[src/rtl/mbisr_row_repair_analyzer_if.sv]
// Signal bundle between the BIST controller/comparator and the row-repair analyzer.
// The master modport is the controller side; the slave modport is the analyzer.
interface mbisr_row_repair_analyzer_if #(
    parameter int ROW_AW = 9,
    parameter int CNT_W  = 8
);
    localparam int WORD_W = 2 * (ROW_AW + 1) + 2;

    logic              START;
    logic              ACCUM;
    logic [WORD_W-1:0] PRIOR;
    logic              FAIL_VALID;
    logic [ROW_AW-1:0] FAIL_ROW;
    logic              END_TEST;
    logic              BUSY;
    logic              DONE;
    logic [WORD_W-1:0] REPAIR_WORD;
    logic [CNT_W-1:0]  FAIL_CNT;

    modport master (
        output START, ACCUM, PRIOR, FAIL_VALID, FAIL_ROW, END_TEST,
        input  BUSY, DONE, REPAIR_WORD, FAIL_CNT
    );

    modport slave (
        input  START, ACCUM, PRIOR, FAIL_VALID, FAIL_ROW, END_TEST,
        output BUSY, DONE, REPAIR_WORD, FAIL_CNT
    );
endinterface

[src/rtl/mbisr_row_repair_analyzer.sv]
// Two-spare-row repair allocator fed by BIST fail reports; builds the repair word
// for the MBISR register and can seed from its current Q so repairs accumulate.
module mbisr_row_repair_analyzer #(
    parameter int ROW_AW = 9,
    parameter int CNT_W  = 8
) (
    input  logic CLK,
    input  logic RSTB,
    mbisr_row_repair_analyzer_if.slave bus
);
    localparam int WORD_W = 2 * (ROW_AW + 1) + 2;
    localparam int EN0_B  = ROW_AW;
    localparam int EN1_B  = 2 * ROW_AW + 1;
    localparam int NEED_B = 2 * ROW_AW + 2;
    localparam int UNRP_B = 2 * ROW_AW + 3;

    typedef enum logic [1:0] {
        S_IDLE,
        S_ANALYZE,
        S_DONE
    } state_t;

    state_t            state;
    logic [WORD_W-1:0] word;
    logic [CNT_W-1:0]  cnt;
    logic              busy;
    logic              done;

    logic [WORD_W-1:0] word_upd;
    logic [CNT_W-1:0]  cnt_inc;
    logic              hit;

    // Entries are compared as they stand now, so a repeated miss on a row just
    // allocated in the previous cycle is seen as a hit.
    always_comb begin
        word_upd = word;
        hit = (word[EN0_B] && (word[ROW_AW-1:0] == bus.FAIL_ROW)) ||
              (word[EN1_B] && (word[EN1_B-1:ROW_AW+1] == bus.FAIL_ROW));
        if (!hit) begin
            if (!word[EN0_B]) begin
                word_upd[EN0_B]        = 1'b1;
                word_upd[ROW_AW-1:0]   = bus.FAIL_ROW;
                word_upd[NEED_B]       = 1'b1;
            end else if (!word[EN1_B]) begin
                word_upd[EN1_B]            = 1'b1;
                word_upd[EN1_B-1:ROW_AW+1] = bus.FAIL_ROW;
                word_upd[NEED_B]           = 1'b1;
            end else begin
                word_upd[UNRP_B] = 1'b1;
            end
        end
        cnt_inc = (cnt == '1) ? cnt : cnt + 1'b1;
    end

    // NOTE: all state, including the outputs, is updated with non-blocking
    // assignments so every flop samples the pre-edge values of its peers.
    always_ff @(posedge CLK or negedge RSTB) begin
        if (!RSTB) begin
            state <= S_IDLE;
            word  <= '0;
            cnt   <= '0;
            busy  <= 1'b0;
            done  <= 1'b0;
        end else begin
            case (state)
                S_IDLE, S_DONE: begin
                    if (bus.START) begin
                        state <= S_ANALYZE;
                        word  <= bus.ACCUM ? bus.PRIOR : '0;
                        cnt   <= '0;
                        busy  <= 1'b1;
                        done  <= 1'b0;
                    end
                end
                S_ANALYZE: begin
                    if (bus.FAIL_VALID) begin
                        word <= word_upd;
                        cnt  <= cnt_inc;
                    end
                    if (bus.END_TEST) begin
                        state <= S_DONE;
                        busy  <= 1'b0;
                        done  <= 1'b1;
                    end
                end
                default: begin
                    state <= S_IDLE;
                    busy  <= 1'b0;
                    done  <= 1'b0;
                end
            endcase
        end
    end

    assign bus.BUSY        = busy;
    assign bus.DONE        = done;
    assign bus.REPAIR_WORD = word;
    assign bus.FAIL_CNT    = cnt;
endmodule

[src/flat_wrapper.sv]
// flat-port wrapper written by rule: the top's interface ports become plain ports
module mbisr_row_repair_analyzer_flat 
#(
    parameter int ROW_AW = 9,
    parameter int CNT_W  = 8
)
  (CLK, RSTB, bus_START, bus_ACCUM, bus_PRIOR, bus_FAIL_VALID, bus_FAIL_ROW, bus_END_TEST, bus_BUSY, bus_DONE, bus_REPAIR_WORD, bus_FAIL_CNT);
  mbisr_row_repair_analyzer_if #(.ROW_AW(ROW_AW), .CNT_W(CNT_W)) bus_i ();
  input  logic CLK;
  input  logic RSTB;
  input wire logic [$bits(bus_i.START)-1:0] bus_START;
  input wire logic [$bits(bus_i.ACCUM)-1:0] bus_ACCUM;
  input wire logic [$bits(bus_i.PRIOR)-1:0] bus_PRIOR;
  input wire logic [$bits(bus_i.FAIL_VALID)-1:0] bus_FAIL_VALID;
  input wire logic [$bits(bus_i.FAIL_ROW)-1:0] bus_FAIL_ROW;
  input wire logic [$bits(bus_i.END_TEST)-1:0] bus_END_TEST;
  output wire logic [$bits(bus_i.BUSY)-1:0] bus_BUSY;
  output wire logic [$bits(bus_i.DONE)-1:0] bus_DONE;
  output wire logic [$bits(bus_i.REPAIR_WORD)-1:0] bus_REPAIR_WORD;
  output wire logic [$bits(bus_i.FAIL_CNT)-1:0] bus_FAIL_CNT;
  assign bus_i.START = bus_START;
  assign bus_i.ACCUM = bus_ACCUM;
  assign bus_i.PRIOR = bus_PRIOR;
  assign bus_i.FAIL_VALID = bus_FAIL_VALID;
  assign bus_i.FAIL_ROW = bus_FAIL_ROW;
  assign bus_i.END_TEST = bus_END_TEST;
  assign bus_BUSY = bus_i.BUSY;
  assign bus_DONE = bus_i.DONE;
  assign bus_REPAIR_WORD = bus_i.REPAIR_WORD;
  assign bus_FAIL_CNT = bus_i.FAIL_CNT;
  mbisr_row_repair_analyzer #(.ROW_AW(ROW_AW), .CNT_W(CNT_W)) u_core (.CLK(CLK), .RSTB(RSTB), .bus(bus_i));
endmodule
[config.mk]
export PLATFORM = sky130hd
export DESIGN_NAME = mbisr_row_repair_analyzer_flat
export DESIGN_NICKNAME = d
export VERILOG_FILES = /design/src/rtl/mbisr_row_repair_analyzer_if.sv /design/src/rtl/mbisr_row_repair_analyzer.sv /design/src/flat_wrapper.sv
export SDC_FILE = /design/constraint.sdc
export NUM_CORES = 1
export LEC_CHECK = 0
export CAP_MARGIN = 20
export CORE_AREA = 5 5 76 78
export CTS_CLUSTER_SIZE = 8
export DETAILED_ROUTE_END_ITERATION = 6
export DIE_AREA = 0 0 81 83
export HOLD_SLACK_MARGIN = 0.12
export PLACE_DENSITY_LB_ADDON = 0.25
export SLEW_MARGIN = 20
export SYNTH_ARGS = -nofsm -noshare
export SYNTH_HDL_FRONTEND = slang
export SYNTH_SLANG_ARGS = --single-unit
[constraint.sdc]
create_clock -name CLK -period 2.4 [get_ports CLK]
set_clock_uncertainty 0.1 [all_clocks]
set_input_delay 0.48 -clock CLK [delete_from_list [all_inputs] [get_ports CLK]]
set_output_delay 0.48 -clock CLK [all_outputs]
set_load 0.005 [all_outputs]
After elaboration in Yosys (flattened, before gate mapping). Cells that the tools add are included. W data, S select, Z words.

Input port bits: 37. Output and inout port bits: 32. Flip-flop bits (word level): 34. Logic and storage cells: 64.

$add $sub $neg: 1. Equality and inequality tests: 15. Reductions and logical operators: 14. Muxes and demuxes: 24.

Operators with widths (count): $mux W22 (4); $pmux W22 S2 (1); $mux W8 (3); $eq A9 B9 Y1 (2); $pmux W8 S2 (1); $reduce_and A5 Y1 (3); $ne A2 B2 Y1 const B (7); $reduce_and A6 Y1 (2); $mux W11 (1); $mux W10 (1); $mux W9 (1); $add A8 B1 Y8 const B (1); $eq A8 B8 Y1 const B (1); $reduce_and A4 Y1 (2); $mux W1 (7); $mux W2 (2); $ne A2 B1 Y1 const B (2); $pmux W1 S2 (2); $pmux W2 S2 (1); $ne A3 B3 Y1 const B (1); $eq A2 B1 Y1 const B (1); $eq A2 B2 Y1 const B (1); $logic_and A1 B1 Y1 (2); $logic_not A2 Y1 (1); 4 further kinds (4).

Longest topological paths before layout. Gate-level depths: netlist of the first run.

Depth after elaboration: 6. Mapped depth: 8.

Least setup slack after synthesis of the first run. No wires, ideal clock.

Kind: input to register. From: in bus_FAIL_ROW[4]. To: reg u_core.word[10] (netlist: u_core.bus.REPAIR_WORD[10]). Arrival time: 1587 ps. Stages: 6. Buffers on the path: 1. Required time: 2180 ps. Slack: 592 ps. Cells stage by stage: xnor2_1 > nand4_1 > nor3_1 > clkbuf_1 > o21ai_2 > o211a_1.

Longest elaborated chain between the ends: 5. Elaborated cells between the ends (all ways): 7. Those cells by class: eq/ne (3); reduce/logical (4).

Ends and longest elaborated chain: start, declared (line flat_wrapper.sv:15) `input wire logic [$bits(bus_i.FAIL_ROW)-1:0] bus_FAIL_ROW;`; $eq A9 B9 Y1 (on tied branches) (line mbisr_row_repair_analyzer.sv:37, mbisr_row_repair_analyzer.sv:38); $logic_and A1 B1 Y1 (on tied branches) (line mbisr_row_repair_analyzer.sv:37, mbisr_row_repair_analyzer.sv:38); $logic_or A1 B1 Y1 * (line mbisr_row_repair_analyzer.sv:37) `hit = (word[EN0_B] && (word[ROW_AW-1:0] == bus.FAIL_ROW)) ||`; $ne A2 B2 Y1 (no line) *; $reduce_and A6 Y1 (no line) *; end signal, assigned (line mbisr_row_repair_analyzer.sv:69) `word <= bus.ACCUM ? bus.PRIOR : '0;`; end signal, assigned (line mbisr_row_repair_analyzer.sv:77) `word <= word_upd;`; end, declared (line mbisr_row_repair_analyzer.sv:24) `logic [WORD_W-1:0] word;`.

Every way passes the cells marked *; elsewhere a longest branch is shown, timed or not. A chain may end at the register's enable or synchronous reset.

Worst setup path after layout of the first run.
From: in bus_FAIL_ROW[6]. To: reg u_core.word[20] (netlist: u_core.bus.REPAIR_WORD[20]).

Longest elaborated chain between the ends: 5. Elaborated cells between the ends (all ways): 7. Those cells by class: eq/ne (3); reduce/logical (4).

Ends and longest elaborated chain (line): $eq A9 B9 Y1 (on tied branches) (mbisr_row_repair_analyzer.sv:37, mbisr_row_repair_analyzer.sv:38); $logic_and A1 B1 Y1 (on tied branches) (mbisr_row_repair_analyzer.sv:37, mbisr_row_repair_analyzer.sv:38); $logic_or A1 B1 Y1 * (mbisr_row_repair_analyzer.sv:37); $ne A2 B2 Y1 (no line) *; $reduce_and A5 Y1 (no line) *.

Marks and branches as above.

==> metrics.cfg, run 1 <==
[synthesis]
syn_inst = 290
synth.distinct_cells = 36
synthesis.area_um2 = 2336
postSynthAreaPerCell_um2 = 8.055
ys.flop_type = dfrtp_1
yosys.area.top_type_share_pct = 35.35
syn_nets = 328
synth_common_cells = nand2_1, dfrtp_1, nand3_1
synthTopCellsByArea = dfrtp_1, nand2_1, xnor2_1
synthMostInstantiatedCell = nand2_1
synth-edff-count = 0
synth_largest_area_cell = dfrtp_1
seq_area_frac_synth_pct = 35.35
ys_ff_latch = 33
synth_warnings = 0
postSynth.asyncResetShare_pct = 100.0

[setup_path]
path_cells = clkdlybuf4s50_1 -> xnor2_1 -> nand4_1 -> nor3_2 -> buf_4 -> or2_1 -> o21ai_0
worst-path-buf-inv = 2
cp_slowest_stage_delay_ns = 0.54
start_kind = input pin
critPathKind = input pin to register
cp.required_ns = 2.45
end_kind = register
critical_path_arrival_ns = 2.15
cpMaxStageDelayCell = clkdlybuf4s50_1
critPathMaxFanout = 9
critical-path-top-delay-family = buffers and inverters

[clocking]
cts_tree = done
clock_latency_ns = 0.28
postCtsResizedCells = 0
cts_hold_buf = 0
clk_pin_slew_ns = 0.07
cts_buffers = 5
cts_max_level = 2
cts.sinks = 33
cts_max_path_buffers = 2
postCtsSetupBuffers = 0
ctsRootBufferMaster = clkbuf_8

[pwr]
power_density_nw_per_um2 = 848.6
p_leak_uw = 0.001293
worst_ir_drop_vdd_uv = 525.8

[flow_run]
drv_cap = 0

[grt]
busiest_layer = met2
grt_usage_pct = 20.81
overflow = 0
grt_pass1_wl_mm = 11.39
grt_util_met3_pct = 4.113
grt_pass1_vias = 2297
antenna_found_initial = 0
grt_max_degree = 41
use_met2_pct = 31.52
gr-usage-met1_pct = 30.56

[detailed_routing]
drt-total-wl_mm = 6.774
drt_iter0_drc = 314
drc_errors = 0
viasPerCell = 5.725
route.vias.total = 2439
firstDrtPassIters = 4
wl_per_cell_um = 15.90
antenna_left = 0

[timing]
relSlewSlack_pct = 51.89
finalSetupViolations = 0
setup_tns_ns = 0
finalCriticalPeriod_ns = 2.096
hold_viol = 0
grt_setup_unrepaired = no
fmax_mhz = 477.2
finalMaxSlewViolations = 0
worst_pin_slew_ns = 0.7217
min_period_over_period_pct = 87.32

[die]
rows = 26
dieArea_um2 = 6723
design.core.area_um2 = 5010
start_util_pct = 46.63
die_h_um = 83
pin_count = 69
die_w_um = 81

[cells_and_area]
nNetsFinal = 394
final_cell_count_no_fill = 426
drive_gt1_share_pct = 7.303
num-fill-cells = 484
n_antenna_cell = 0
syn_to_final_growth_pct = 37.44

[run_status]
run_status = finished clean

[placed_design]
io_buffers = 68
dp_cells = 419
hpwl_mm = 4.985
gp_congestion = 0.8890

[hold_path]
hold_path_class = register to register

-- placed cells by master (no fill, tap or decap), drive strengths merged, types with 2 or more instances in the layout --
| cell | instances |
|---|---|
| clkdlybuf4s50 | 68 |
| nand2 | 60 |
| dfrtp | 33 |
| nand3 | 22 |
| xnor2 | 21 |
| o21ai | 21 |
| a21oi | 17 |
| buf | 15 |
| or3 | 11 |
| a31oi | 10 |
| a211oi | 9 |
| o211a | 9 |
| a311o | 9 |
| o22ai | 9 |
| clkbuf | 7 |
| nor2 | 6 |
| and3 | 5 |
| nand4 | 4 |
| nand2b | 3 |
| o31ai | 3 |
| nor3 | 3 |
| nor2b | 2 |
| a21boi | 2 |
-- per-stage QoR --
| step | util (%) | setup slack, ns | area (um2) | total power, uW | hold slack (ns) |
|---|---|---|---|---|---|
| 3_3_place_gp | 62.36 | 0.04484 | 3124 | 2291 | 0.3804 |
| 3_5_place_dp | 62.36 | 0.02410 | 3124 | 2308 | 0.3825 |
| 5_1_grt | 64.09 | 0.2096 | 3211 | 2923 | 0.4185 |
| 6_report | 64.09 | 0.3043 | 3211 | 2725 | 0.4016 |
| 4_1_cts | 64.09 | 0.3086 | 3211 | 2736 | 0.3971 |
| 2_1_floorplan | - | 0.5923 | 2336 | 1649 | 0.08441 |
-- sequential cells by signal, indices dropped and copies added (netlist names) --
signal and cells:
u_core.bus.REPAIR_WORD 22, u_core.bus.FAIL_CNT 8, u_core.state 2, u_core.bus.BUSY 1
-- metal layers --
layer  up-vias  wire (um)  share of wire [%]
li1       1193          -                  -
met1      1144       3090                 46
met2        98       3130                 46
met3         4        501                7.4
met4         0         51               0.75
met5         -          0                  0
-- power breakdown --
part	switching (uW)	total, uW	internal, uW
logic	549	1310	762
clock network	194	422	228
registers	248	992	744
-- worst reg2reg max path: cells and delay by family (launching register included) --
| kind | cells | cell delay (ns) |
|---|---|---|
| AOI/OAI and AO/OA | 3 | 0.97 |
| DFF | 1 | 0.41 |
| and+or+nand+nor | 2 | 0.34 |
-- cells by family after synthesis --
kind of cell               synth area share [%]
and+or+nand+nor                           24.48
buffers and inverters                     5.249
AOI/OAI and AO/OA                         26.51
DFF                                       35.35
xor gates and xnor gates                  7.874
adders and majority gates                0.5355
-- path summary, 6_finish.rpt --
check / start / cells after the start / endpoint / slack [ns]
setup / recovery: bus_FAIL_ROW[6] / 7 / u_core.bus.REPAIR_WORD[20] / 0.30
hold / removal: u_core.bus.REPAIR_WORD[21] / 2 / u_core.bus.REPAIR_WORD[21] / 0.40
setup reg to reg: u_core.state[0] / 5 / u_core.bus.REPAIR_WORD[7] / 0.46
hold reg to reg: u_core.bus.REPAIR_WORD[21] / 2 / u_core.bus.REPAIR_WORD[21] / 0.40
max in group asynchronous: RSTB / 2 / u_core.bus.REPAIR_WORD[14] / 1.38
min in group asynchronous: RSTB / 2 / u_core.state[1] / 0.52
-- cell type report --
| class | count | area (um2) | share of cell area, % |
|---|---|---|---|
| clock buffer | 7 | 86.33 | 2.689 |
| multi-input combinational | 233 | 1393 | 43.38 |
| sequential | 33 | 825.8 | 25.72 |
| tap | 70 | 87.58 | 2.728 |
| timing repair buffer | 83 | 818.3 | 25.49 |
Note: power is estimated with default switching activity, not from simulation.
==> run 2, diff against run 1 <==
Settings changed: CORE_AREA 5 5 76 78 to 5 5 84 71, DIE_AREA 0 0 81 83 to 0 0 89 76, TNS_END_PERCENT from default to 5.
==> run 2 against run 1 <==
  * Via count rose by 0.86%
  * Die area rose by 0.61%
  * Sequential power barely moved
  * Wire length rose by 3.9%
  * Sequential share of layout area fell by 0.11 points
  * Setup slack got worse by 0.046 ns
  * Cell area rose by 0.43%
==> metrics.cfg, run 2 (synthesis gave the netlist of run 1 again) <==
[setup_path]
critical-path-top-delay-family = buffers and inverters
r2r_end = u_core.bus.REPAIR_WORD[7]
crit_end = u_core.bus.REPAIR_WORD[18]
critPathKind = input pin to register
end_kind = register
cpMaxStageDelayCell = clkdlybuf4s50_1
cp.required_ns = 2.48
path_cells = clkdlybuf4s50_1 -> xnor2_1 -> nand4_1 -> nor3_2 -> buf_4 -> o21ai_2 -> o211a_1
critPathMaxFanout = 17
critical_path_arrival_ns = 2.22
r2r-start = u_core.state[0]
crit_cells = 7
cp_slowest_stage_delay_ns = 0.50
start_kind = input pin
ff2ff_path_depth = 5
critPathLaunch = bus_FAIL_ROW[7]
reg2reg_slack_ns = 0.45
worst-path-buf-inv = 2

[detailed_routing]
drt_iter0_drc = 278
drc_errors = 0
viasPerCell = 5.843
antenna_left = 0
firstDrtPassIters = 4
drt-total-wl_mm = 7.036
wl_per_cell_um = 16.71
route.vias.total = 2460

[clocking]
ctsRootBufferMaster = clkbuf_8
cts.sinks = 33
cts_max_level = 2
postCtsResizedCells = 0
cts_hold_buf = 0
clock_latency_ns = 0.29
cts_max_path_buffers = 2
clk_pin_slew_ns = 0.07
cts_buffers = 5
cts_tree = done
postCtsSetupBuffers = 0

[grt]
overflow = 0
grt_max_degree = 41
grt_pass1_wl_mm = 11.55
antenna_found_initial = 0
grt_usage_pct = 21.28
grt_pass1_vias = 2313

[cells_and_area]
largest_reg_flops = 22
final_common_cell = clkdlybuf4s50_1
multi_input_area_um2 = 1393
final_cell_count_no_fill = 421
seq_area_um2 = 825.8
num-fill-cells = 472
layout_common_cells = clkdlybuf4s50_1, nand2_1, dfrtp_1, nand3_1, xnor2_1
n_antenna_cell = 0
syn_to_final_growth_pct = 38.03
nNetsFinal = 393
utilization_pct = 62.79
drive_gt1_share_pct = 7.584

[die]
die_w_um = 89
start_util_pct = 45.49
rows = 24
pin_count = 69
die_h_um = 76
design.core.area_um2 = 5135
dieArea_um2 = 6764

[placed_design]
dp_cells = 413
pre_cts_ws_ns = -0.05137
hpwl_mm = 5.300
io_buffers = 68
gp_congestion = 0.8465

[pwr]
p_leak_uw = 0.001302
worst_ir_drop_vdd_uv = 446.5
power_density_nw_per_um2 = 866.2

[timing]
fmax_mhz = 466.9
grt_setup_unrepaired = no
holdWs_ns = 0.4166
worst_pin_slew_ns = 0.7135
finalSetupViolations = 0
layout_setup_ws_ns = 0.2584
setup_tns_ns = 0
finalMaxSlewViolations = 0
relSlewSlack_pct = 52.43
min_period_over_period_pct = 89.23
hold_viol = 0
finalCriticalPeriod_ns = 2.142

[hold_path]
hold_path_class = register to register

[run_status]
run_status = finished clean

[flow_run]
drv_cap = 0

-- run 2: worst min-delay path by stage --
stage,end,cells past startpoint,startpoint
2_1_floorplan,u_core.bus.BUSY,0,RSTB
3_3_place_gp,u_core.bus.BUSY,2,u_core.bus.BUSY
3_5_place_dp,u_core.bus.REPAIR_WORD[21],2,u_core.bus.REPAIR_WORD[21]
4_1_cts,u_core.bus.REPAIR_WORD[21],2,u_core.bus.REPAIR_WORD[21]
5_1_grt,u_core.bus.REPAIR_WORD[21],2,u_core.bus.REPAIR_WORD[21]
6_report,u_core.bus.REPAIR_WORD[21],2,u_core.bus.REPAIR_WORD[21]
-- run 2: metrics by stage --
step           total power (uW)  cell area [um2]
2_1_floorplan              1649             2336
3_3_place_gp               2298             3123
3_5_place_dp               2322             3123
4_1_cts                    2798             3224
5_1_grt                    2970             3224
6_report                   2793             3224
-- run 2: report_power, final --
group	switching [uW]	internal, uW
Combinational	558	762
Sequential	261	743
Clock	209	259
Total	1030	1760
-- run 2: routing by layer --
| metal | vias up | share of wire (%) | global-route usage [%] |
|---|---|---|---|
| li1 | 1197 | - | - |
| met5 | - | 0 | 0 |
| met4 | 0 | 1.2 | 6.101 |
| met2 | 91 | 43 | 30.04 |
| met1 | 1164 | 49 | 32.84 |
| met3 | 8 | 7.5 | 3.892 |
-- run 2: layout make-up --
class / count / share of cell area, %
clock buffers: 7 / 2.988
well taps: 65 / 2.522
clock inverters: 1 / 0.1552
repair buffers: 82 / 25.53
multi-input cells: 233 / 43.19
flip-flops and latches: 33 / 25.61
-- run 2: worst register-to-register path: cells and delay by family (launching register included) --
| kind | cells | cell delay [ns] |
|---|---|---|
| and+or+nand+nor | 2 | 0.34 |
| AOI/OAI and AO/OA | 3 | 0.97 |
| DFF | 1 | 0.43 |
==> run 3, diff against run 2 <==
Settings changed: CTS_BUF_LIST from default to sky130_fd_sc_hd__clkbuf_4 sky130_fd_sc_hd__clkbuf_8 sky130_fd_sc_hd__clkbuf_16.
==> results of run 3 <==
Same layout as run 2: the final DEF is identical, and so are final timing and power.
